--- src/rtl/ifetch_unit_pkg.sv ---
// Shared constants and types for the instruction-fetch slice.
package ifetch_unit_pkg;

    localparam int unsigned DATA_WIDTH = 32;

    // Instruction-queue sizing, also used by the decoder's stall logic.
    localparam int unsigned QUEUE_LOG2  = 4;
    localparam int unsigned QUEUE_DEPTH = 1 << QUEUE_LOG2;

    // Fetch FSM encodings
    localparam logic [1:0] FETCH    = 2'd0;
    localparam logic [1:0] WAIT_MEM = 2'd1;
    localparam logic [1:0] DISCARD  = 2'd2;

    typedef struct packed {
        logic [DATA_WIDTH-1:0] pc;
        logic [DATA_WIDTH-1:0] inst;
    } fetch_entry_t;

endpackage

--- src/rtl/ifetch_unit_if.sv ---
// Bus bundle between the fetch unit and its ICache, memory controller and consumer.
interface ifetch_unit_if;
    import ifetch_unit_pkg::*;

    logic                  rdy;
    logic [DATA_WIDTH-1:0] ic_addr;
    logic                  ic_hit;
    logic [DATA_WIDTH-1:0] ic_inst;
    logic                  ic_wr_en;
    logic [DATA_WIDTH-1:0] ic_wr_addr;
    logic [DATA_WIDTH-1:0] ic_wr_inst;
    logic                  mem_req;
    logic [DATA_WIDTH-1:0] mem_addr;
    logic                  mem_done;
    logic [DATA_WIDTH-1:0] mem_inst;
    logic                  out_valid;
    logic [DATA_WIDTH-1:0] out_inst;
    logic [DATA_WIDTH-1:0] out_pc;
    logic                  deq_en;
    logic                  redirect;
    logic [DATA_WIDTH-1:0] redirect_pc;

    // Fetch unit side
    modport master (
        input  rdy, ic_hit, ic_inst, mem_done, mem_inst, deq_en, redirect, redirect_pc,
        output ic_addr, ic_wr_en, ic_wr_addr, ic_wr_inst, mem_req, mem_addr,
        output out_valid, out_inst, out_pc
    );

    // Environment side (ICache, memory controller, consumer)
    modport slave (
        output rdy, ic_hit, ic_inst, mem_done, mem_inst, deq_en, redirect, redirect_pc,
        input  ic_addr, ic_wr_en, ic_wr_addr, ic_wr_inst, mem_req, mem_addr,
        input  out_valid, out_inst, out_pc
    );

endinterface

--- src/rtl/ifetch_unit_inst_fifo.sv ---
// Circular {pc, inst} queue with clear; push is ignored when full, pop when empty.
module ifetch_unit_inst_fifo
    import ifetch_unit_pkg::*;
#(
    parameter int unsigned LOG2 = QUEUE_LOG2
) (
    input  logic         clk,
    input  logic         rst,
    input  logic         en,
    input  logic         push,
    input  logic         pop,
    input  logic         clear,
    input  fetch_entry_t push_entry,
    output logic         full,
    output logic         empty,
    output fetch_entry_t head
);

    localparam int unsigned DEPTH = 1 << LOG2;

    fetch_entry_t    mem_q [DEPTH];
    logic [LOG2-1:0] head_q, tail_q;
    logic [LOG2:0]   count_q;
    logic            do_push, do_pop;

    assign full    = (count_q == (LOG2+1)'(DEPTH));
    assign empty   = (count_q == '0);
    assign do_push = push && !full && !clear;
    assign do_pop  = pop && !empty && !clear;
    assign head    = mem_q[head_q];

    // Pointer and occupancy bookkeeping; pointers wrap naturally at DEPTH.
    always_ff @(posedge clk) begin
        if (rst) begin
            head_q  <= '0;
            tail_q  <= '0;
            count_q <= '0;
        end else if (en) begin
            if (clear) begin
                head_q  <= '0;
                tail_q  <= '0;
                count_q <= '0;
            end else begin
                if (do_push) tail_q <= tail_q + 1'b1;
                if (do_pop)  head_q <= head_q + 1'b1;
                if (do_push && !do_pop)      count_q <= count_q + 1'b1;
                else if (!do_push && do_pop) count_q <= count_q - 1'b1;
            end
        end
    end

    // Entry storage; contents need no reset since count gates visibility.
    always_ff @(posedge clk) begin
        if (en && do_push) mem_q[tail_q] <= push_entry;
    end

endmodule

--- src/rtl/ifetch_unit.sv ---
// Instruction-fetch stage: PC, ICache lookup, miss handling and redirect flush.
module ifetch_unit
    import ifetch_unit_pkg::*;
#(
    parameter int unsigned         QUEUE_LOG2 = ifetch_unit_pkg::QUEUE_LOG2,
    parameter logic [DATA_WIDTH-1:0] RESET_PC = 32'h0
) (
    input logic           clk,
    input logic           rst,
    ifetch_unit_if.master bus
);

    logic [1:0]            state_q, state_d;
    logic [DATA_WIDTH-1:0] pc_q, pc_d;
    logic [DATA_WIDTH-1:0] miss_addr_q, miss_addr_d;
    logic                  mem_req_q, mem_req_d;
    logic [DATA_WIDTH-1:0] mem_addr_q, mem_addr_d;
    logic                  ic_wr_en_q, ic_wr_en_d;
    logic [DATA_WIDTH-1:0] ic_wr_addr_q, ic_wr_addr_d;
    logic [DATA_WIDTH-1:0] ic_wr_inst_q, ic_wr_inst_d;

    logic         q_push, q_clear, q_full, q_empty;
    fetch_entry_t q_head;

    // Next-state: lookup/miss handling, with redirect overriding everything.
    always_comb begin
        state_d      = state_q;
        pc_d         = pc_q;
        miss_addr_d  = miss_addr_q;
        mem_req_d    = mem_req_q;
        mem_addr_d   = mem_addr_q;
        ic_wr_en_d   = 1'b0;
        ic_wr_addr_d = ic_wr_addr_q;
        ic_wr_inst_d = ic_wr_inst_q;
        q_push       = 1'b0;
        q_clear      = 1'b0;

        unique case (state_q)
            FETCH: begin
                if (!bus.redirect && !q_full) begin
                    if (bus.ic_hit) begin
                        q_push = 1'b1;
                        pc_d   = pc_q + 32'd4;
                    end else begin
                        miss_addr_d = pc_q;
                        mem_req_d   = 1'b1;
                        mem_addr_d  = pc_q;
                        state_d     = WAIT_MEM;
                    end
                end
            end
            WAIT_MEM, DISCARD: begin
                // The fill is valid for miss_addr even if a redirect intervened.
                if (bus.mem_done) begin
                    mem_req_d    = 1'b0;
                    ic_wr_en_d   = 1'b1;
                    ic_wr_addr_d = miss_addr_q;
                    ic_wr_inst_d = bus.mem_inst;
                    state_d      = FETCH;
                end else if (bus.redirect) begin
                    state_d = DISCARD;
                end
            end
            default: state_d = FETCH;
        endcase

        if (bus.redirect) begin
            q_clear = 1'b1;
            pc_d    = bus.redirect_pc;
        end
    end

    // State registers; rdy low freezes everything except reset.
    always_ff @(posedge clk) begin
        if (rst) begin
            state_q      <= FETCH;
            pc_q         <= RESET_PC;
            miss_addr_q  <= '0;
            mem_req_q    <= 1'b0;
            mem_addr_q   <= '0;
            ic_wr_en_q   <= 1'b0;
            ic_wr_addr_q <= '0;
            ic_wr_inst_q <= '0;
        end else if (bus.rdy) begin
            state_q      <= state_d;
            pc_q         <= pc_d;
            miss_addr_q  <= miss_addr_d;
            mem_req_q    <= mem_req_d;
            mem_addr_q   <= mem_addr_d;
            ic_wr_en_q   <= ic_wr_en_d;
            ic_wr_addr_q <= ic_wr_addr_d;
            ic_wr_inst_q <= ic_wr_inst_d;
        end
    end

    ifetch_unit_inst_fifo #(
        .LOG2 (QUEUE_LOG2)
    ) u_inst_fifo (
        .clk        (clk),
        .rst        (rst),
        .en         (bus.rdy),
        .push       (q_push),
        .pop        (bus.deq_en),
        .clear      (q_clear),
        .push_entry ('{pc: pc_q, inst: bus.ic_inst}),
        .full       (q_full),
        .empty      (q_empty),
        .head       (q_head)
    );

    assign bus.ic_addr    = pc_q;
    assign bus.ic_wr_en   = ic_wr_en_q;
    assign bus.ic_wr_addr = ic_wr_addr_q;
    assign bus.ic_wr_inst = ic_wr_inst_q;
    assign bus.mem_req    = mem_req_q;
    assign bus.mem_addr   = mem_addr_q;
    assign bus.out_valid  = !q_empty;
    assign bus.out_pc     = q_head.pc;
    assign bus.out_inst   = q_head.inst;

endmodule

--- src/flat_wrapper.sv ---
// flat-port wrapper written by rule: the top's interface ports become plain ports
module ifetch_unit_flat import ifetch_unit_pkg::*;
#(
    parameter int unsigned         QUEUE_LOG2 = ifetch_unit_pkg::QUEUE_LOG2,
    parameter logic [DATA_WIDTH-1:0] RESET_PC = 32'h0
)
  (clk, rst, bus_rdy, bus_ic_hit, bus_ic_inst, bus_mem_done, bus_mem_inst, bus_deq_en, bus_redirect, bus_redirect_pc, bus_ic_addr, bus_ic_wr_en, bus_ic_wr_addr, bus_ic_wr_inst, bus_mem_req, bus_mem_addr, bus_out_valid, bus_out_inst, bus_out_pc);
  ifetch_unit_if bus_i ();
  input logic clk;
  input logic rst;
  input wire logic [$bits(bus_i.rdy)-1:0] bus_rdy;
  input wire logic [$bits(bus_i.ic_hit)-1:0] bus_ic_hit;
  input wire logic [$bits(bus_i.ic_inst)-1:0] bus_ic_inst;
  input wire logic [$bits(bus_i.mem_done)-1:0] bus_mem_done;
  input wire logic [$bits(bus_i.mem_inst)-1:0] bus_mem_inst;
  input wire logic [$bits(bus_i.deq_en)-1:0] bus_deq_en;
  input wire logic [$bits(bus_i.redirect)-1:0] bus_redirect;
  input wire logic [$bits(bus_i.redirect_pc)-1:0] bus_redirect_pc;
  output wire logic [$bits(bus_i.ic_addr)-1:0] bus_ic_addr;
  output wire logic [$bits(bus_i.ic_wr_en)-1:0] bus_ic_wr_en;
  output wire logic [$bits(bus_i.ic_wr_addr)-1:0] bus_ic_wr_addr;
  output wire logic [$bits(bus_i.ic_wr_inst)-1:0] bus_ic_wr_inst;
  output wire logic [$bits(bus_i.mem_req)-1:0] bus_mem_req;
  output wire logic [$bits(bus_i.mem_addr)-1:0] bus_mem_addr;
  output wire logic [$bits(bus_i.out_valid)-1:0] bus_out_valid;
  output wire logic [$bits(bus_i.out_inst)-1:0] bus_out_inst;
  output wire logic [$bits(bus_i.out_pc)-1:0] bus_out_pc;
  assign bus_i.rdy = bus_rdy;
  assign bus_i.ic_hit = bus_ic_hit;
  assign bus_i.ic_inst = bus_ic_inst;
  assign bus_i.mem_done = bus_mem_done;
  assign bus_i.mem_inst = bus_mem_inst;
  assign bus_i.deq_en = bus_deq_en;
  assign bus_i.redirect = bus_redirect;
  assign bus_i.redirect_pc = bus_redirect_pc;
  assign bus_ic_addr = bus_i.ic_addr;
  assign bus_ic_wr_en = bus_i.ic_wr_en;
  assign bus_ic_wr_addr = bus_i.ic_wr_addr;
  assign bus_ic_wr_inst = bus_i.ic_wr_inst;
  assign bus_mem_req = bus_i.mem_req;
  assign bus_mem_addr = bus_i.mem_addr;
  assign bus_out_valid = bus_i.out_valid;
  assign bus_out_inst = bus_i.out_inst;
  assign bus_out_pc = bus_i.out_pc;
  ifetch_unit #(.QUEUE_LOG2(QUEUE_LOG2), .RESET_PC(RESET_PC)) u_core (.clk(clk), .rst(rst), .bus(bus_i));
endmodule
--- config.mk ---
export PLATFORM = sky130hd
export DESIGN_NAME = ifetch_unit_flat
export DESIGN_NICKNAME = d
export VERILOG_FILES = /design/src/rtl/ifetch_unit_pkg.sv /design/src/rtl/ifetch_unit_if.sv /design/src/rtl/ifetch_unit_inst_fifo.sv /design/src/rtl/ifetch_unit.sv /design/src/flat_wrapper.sv
export SDC_FILE = /design/constraint.sdc
export NUM_CORES = 1
export LEC_CHECK = 0
export ABC_AREA = 1
export CAP_MARGIN = 10
export CORE_UTILIZATION = 25
export CTS_BUF_LIST = sky130_fd_sc_hd__clkbuf_16
export DETAILED_ROUTE_END_ITERATION = 7
export GPL_TIMING_DRIVEN = 1
export SLEW_MARGIN = 40
export SYNTH_ARGS = -nofsm -noshare
export SYNTH_HDL_FRONTEND = slang
export SYNTH_SLANG_ARGS = --single-unit
--- constraint.sdc ---
create_clock -name clk -period 10.27 [get_ports clk]
set_input_delay 2.5675 -clock clk [delete_from_list [all_inputs] [get_ports clk]]
set_output_delay 2.5675 -clock clk [all_outputs]
set_load 0.03 [all_outputs]
==> results of run 1 <==
## cell usage after synthesis
master	number
clkbuf_2	1
xor2_1	3
or2_2	2
o21ai_0	615
a21o_1	1
a21oi_1	141
inv_1	111
nor2_2	2
nand4_1	4
nor3_2	1
nor3_1	7
buf_2	41
ha_1	14
a31oi_1	3
o221ai_1	184
and2_1	2
and3_1	1
o21ai_1	5
inv_2	6
clkbuf_1	190
fa_1	1
nor2_1	611
o21bai_1	1
buf_4	10
clkinv_2	1
buf_1	5
buf_6	15
nand3_1	126
nand3b_1	4
o211ai_1	72
o22ai_1	72
dfxtp_1	149
edfxtp_1	1024
nand2_1	275
## stage by stage
stage / instance area [um2] / cells / hold slack (ps) / worst slack [ps] / utilization
finish: 55700 / 6495 / 444 / 3080 / 0.304
detailed placement: 51900 / 6271 / 437 / 2880 / 0.283
floorplan: 46100 / 3700 / 448 / 4010 / -
global route: 55600 / 6487 / 467 / 2760 / 0.304
global placement: 51700 / 6264 / 431 / 2780 / 0.282
CTS: 55600 / 6485 / 445 / 2950 / 0.304
## worst paths after layout
path	startpoint	to
setup reg to reg	u_core.u_inst_fifo.count_q[1]	u_core.u_inst_fifo.mem_q[1][37]
hold / removal	u_core.bus.ic_wr_inst[20]	u_core.bus.ic_wr_inst[20]
hold reg to reg	u_core.bus.ic_wr_inst[20]	u_core.bus.ic_wr_inst[20]
setup / recovery	register	bus_out_pc[14]
## state kept, by name (all words and copies together), names as in the netlist, named ones only
signal,flops
u_core.bus.ic_wr_addr,32
u_core.state_q,2
u_core.u_inst_fifo.head_q,4
u_core.miss_addr_q,32
u_core.u_inst_fifo.tail_q,4
u_core.bus.ic_wr_inst,32
u_core.bus.ic_addr,32
u_core.bus.ic_wr_en,1
u_core.bus.mem_req,1
u_core.u_inst_fifo.count_q,5
u_core.u_inst_fifo.mem_q,1024
## cell families after synthesis
family,Yosys count,synth area share
compound gates,1094,0.140
buf+inv,380,0.0353
fa+ha+maj,15,0.00423
simple gates,1035,0.0889
xor+xnor,3,0.000570
flops,1173,0.731
## cell type report
| type | count | share of cell area |
|---|---|---|
| timing repair buffer | 371 | 0.0666 |
| clock buffer | 117 | 0.0526 |
| tap | 2464 | 0.0554 |
| sequential | 1173 | 0.607 |
| clock inverter | 97 | 0.0141 |
| multi-input combinational | 2147 | 0.196 |
| inverter | 118 | 0.00834 |
| antenna | 8 | 0.000360 |
## layer usage
metal / part of all wire / vias up / global-route usage
met5: 0.00087 / - / 0
met4: 0.032 / 18 / 0.0495
met3: 0.068 / 211 / 0.0336
met2: 0.48 / 871 / 0.225
met1: 0.42 / 15200 / 0.170
li1: - / 14100 / -
## power breakdown
group / total, mW / leakage (nW) / internal, mW / switching, mW
clock: 4.13 / 1.91 / 2.32 / 1.82
combinational: 0.692 / 5.13 / 0.223 / 0.469
sequential: 5.29 / 10.5 / 5.24 / 0.0504
total: 10.1 / 17.5 / 7.77 / 2.34
## worst max-delay path, stage by stage, from the launching register on
cell             delay [ps]
dfxtp_4                 780
buf_4                   690
buf_6                   670
o21ai_0                 200
o221ai_1                250
nand3_1                 110
nand2_1                 300
clkdlybuf4s50_1         790
==> results.md, run 1 <==
* Status: finished, final reports clean
* Post-cts gate resize count at 0
* Least-Margin Pin Slew at 856 ps
* Worst Setup End Kind: output port
* Cell taking the most area after synthesis: edfxtp_1
* Reg area at 0.0338 mm2
* Maximum clock insertion buffer count at 3
* First DRT Iteration DRCs at 2261
* Power Density at 182 mW/mm2
* FF-to-FF setup slack at 6360 ps
* Port bufs at 297
* GRT Residual Overflow at 0
* Maximum vdd drop at 0.157 mV
* Mapped Nets at 3818
* Total wire length at 130 mm
* Final Hold Vio Count at 0
* Final Power at 10.1 mW
* DR WL/cell at 20.0 um
* RSZ-0062 raised after global routing: false
* Slew headroom at 0.429
* Worst-Skew Late Latency at 730 ps
* Clk sinks at 1173
* Hold Path Cell Cnt at 2
* Cells after Synth at 3700
* Synth-to-Final Area Change at 20.7%
* Postcts setup bufs at 0
* Share of cells above drive strength 1 at 0.0681
* Flops & latches, synth at 1173
* Std-Cell Core Area at 0.183 mm2
* Vias/cell at 4.68
* DR vias at 30.4k
* HPWL Detailed at 74.3 mm
* Fin nets at 4044
* CTS tree: done
* Endpoints failing setup at 0
* Hold crit path type: register to register
* Synth Warn # at 0
* ANT nets after route at 0
* Syn avg cell area at 12.5 um2
* Tcrit/Tclk final at 0.700
* Pins Over Slew Limit at 0
* IO Count at 298
* H-tree levels at 3
* CTS root buf: clkbuf_16
* Min Tclk post-route at 7190 ps
* Most frequent cells in the layout: 1024 x edfxtp_1, 615 x o21ai_0, 595 x nor2_1
* Reg clk slew, reported paths at 60 ps
* Synth Cell Area at 0.0461 mm2
* Setup Crit Path Kind: register to output port
* Placer congestion estimate at 0.761
* Startpoint Class: register
* 1st-pass router iterations at 6
* CTS Hold Buffers Added at 0
* Max cap viols at 0
* Fmax at 139 MHz
* Register area share after synthesis at 0.731
* CP Max Fanout at 90
* Cell Rows at 157
* Multi-input logic area at 0.0109 mm2
* Vias in the first global route at 29.9k
* Worst Skew at 24.6 ps
* Most common cell after layout, fill and taps aside: edfxtp_1
* CP Data Required Time at 7700 ps
* Die area at 0.186 mm2
* Die span in y at 432 um
* GRT Total Usage at 0.136
* Setup TNS at 0 ps
* First-pass GRT wire length at 192 mm
* Synth cell types at 34
* R2r worst-path depth at 9
* Critical Path AT at 4630 ps
* Synth top area cells: edfxtp_1 67%, o21ai_0 6.7%, dfxtp_1 6.5%, nor2_1 5.0%, o221ai_1 3.5%
* Largest net degree at the start of global routing at 178
* TritonCTS Buffers at 115
* Final-layout fill cell count at 18.4k
* Initial core utilization at 0.252
* Top cell type's share of synthesized area at 0.667
* Antenna violations before repair at 21
* Lkg Pwr at 17.5 nW
* Die W at 432 um
* Drt drc at 0
(Power assumes the default switching activity.)
==> inputs of run 2 (changes only) <==
==> constraint.sdc (replaced) <==
create_clock -name clk -period 7.3 [get_ports clk]
set_input_delay 1.825 -clock clk [delete_from_list [all_inputs] [get_ports clk]]
set_output_delay 1.825 -clock clk [all_outputs]
set_load 0.03 [all_outputs]
==> results.md, run 2 (synthesis results as in run 1) <==
* Worst Skew at 60.3 ps
* Power Density at 254 mW/mm2
* CTS tree: done
* Std-Cell Core Area at 0.183 mm2
* Pins Over Slew Limit at 0
* Lkg Pwr at 17.5 nW
* Worst Setup End Kind: output port
* Setup Crit Path Kind: register to output port
* CP Data Required Time at 5480 ps
* Sw power at 3.31 mW
* Fmax at 172 MHz
* Top reg by flops: u_core.u_inst_fifo.mem_q
* Placer congestion estimate at 0.785
* Max reg flops at 1024
* Startpoint Class: register
* First DRT Iteration DRCs at 2795
* Drt drc at 0
* Antenna violations before repair at 7
* DR WL/cell at 21.0 um
* HPWL Detailed at 72.6 mm
* Tcrit/Tclk final at 0.798
* Seq pwr share at 0.525
* Port bufs at 297
* Reg clk slew, reported paths at 60 ps
* Fin nets at 4052
* GRT Total Usage at 0.142
* Vias in the first global route at 29.9k
* Worst-Skew Late Latency at 740 ps
* Switching power share of the total at 0.234
* Most common cell after layout, fill and taps aside: edfxtp_1
* RSZ-0062 raised after global routing: false
* Share of cells above drive strength 1 at 0.0704
* Slack of the critical path at 1470 ps
* DR vias at 30.8k
* CTS root buf: clkbuf_16
* Cell Rows at 157
* Die W at 432 um
* Max cap viols at 0
* Maximum vdd drop at 0.194 mV
* ANT nets after route at 0
* Largest net degree at the start of global routing at 184
* Post-cts gate resize count at 0
* Final Hold Vio Count at 0
* Die area at 0.186 mm2
* CP Max Fanout at 183
* Min Tclk post-route at 5830 ps
* Initial core utilization at 0.252
* Critical Path AT at 4000 ps
* Internal Power at 10.9 mW
* Status: finished, final reports clean
* Endpoints failing setup at 0
* Vias/cell at 4.74
* Maximum clock insertion buffer count at 3
* CTS Hold Buffers Added at 0
* H-tree levels at 3
* Postcts setup bufs at 0
* Clock group share of total power at 0.407
* TritonCTS Buffers at 119
* Die span in y at 432 um
* Total wire length at 136 mm
* FF-to-FF setup slack at 3690 ps
* 1st-pass router iterations at 6
* First-pass GRT wire length at 199 mm
* Most frequent cells in the layout: 1024 x edfxtp_1, 615 x o21ai_0, 595 x nor2_1
* Clk sinks at 1173
* Synth-to-Final Area Change at 20.7%
* Slew headroom at 0.425
* Setup TNS at 0 ps
* Least-Margin Pin Slew at 862 ps
* GRT Residual Overflow at 0
* Final-layout fill cell count at 18.5k
* Final core utilization at 0.304
* Hold crit path type: register to register
* Comb pwr share at 0.068
* IO Count at 298
* Pre-CTS setup slack at 1640 ps
## run 2: final timing paths
path	from	end	cells past startpoint
worst max-delay path	register	bus_out_inst[12]	7
worst min-delay path	u_core.u_inst_fifo.head_q[2]	register	2
worst max register to register	u_core.u_inst_fifo.count_q[0]	u_core.u_inst_fifo.mem_q[6][7]	9
worst min register to register	u_core.u_inst_fifo.head_q[2]	register	2
## run 2: metal layers
metal  vias to the layer above  share of wire  global-route usage
met3                       209          0.061              0.0260
met1                     15400           0.44               0.189
met5                         -        0.00020                   0
met4                         4          0.028              0.0480
li1                      14200              -                   -
met2                      1011           0.47               0.232
## run 2: critical path, stage by stage, from the launching register on
cell             delay (ps)
dfxtp_4                 560
inv_12                  670
buf_4                   620
o21ai_0                 150
o221ai_1                200
o211ai_1                120
nand2_1                 190
clkdlybuf4s50_1         700
## run 2: cell type report
class                           count  area [um2]  share of cell area
Antenna cell                        4        10.0            0.000180
Sequential cell                  1173       33800               0.606
Timing Repair Buffer              375        3770              0.0676
Clock inverter                     98         648              0.0116
Tap cell                         2464        3080              0.0554
Multi-Input combinational cell   2147       10900               0.196
Clock buffer                      121        3030              0.0544
Inverter                          118         477             0.00856
## run 2: power groups by stage
stage	clock network (mW)	logic [mW]	registers [mW]
2_1_floorplan	0	0.430	7.66
3_3_place_gp	0	0.971	7.57
3_5_place_dp	0	0.981	7.58
4_1_cts	5.90	0.985	7.44
5_1_grt	6.15	1.06	7.44
6_report	5.76	0.967	7.44
## run 2: metrics by stage
stage	total power [mW]	instances	hold slack [ps]	area, um2
finish	14.2	6500	438	55700
global route	14.6	6498	457	55700
CTS	14.3	6495	430	55600
detailed placement	8.56	6276	437	52000
global placement	8.55	6274	431	51900
floorplan	8.09	3700	448	46100
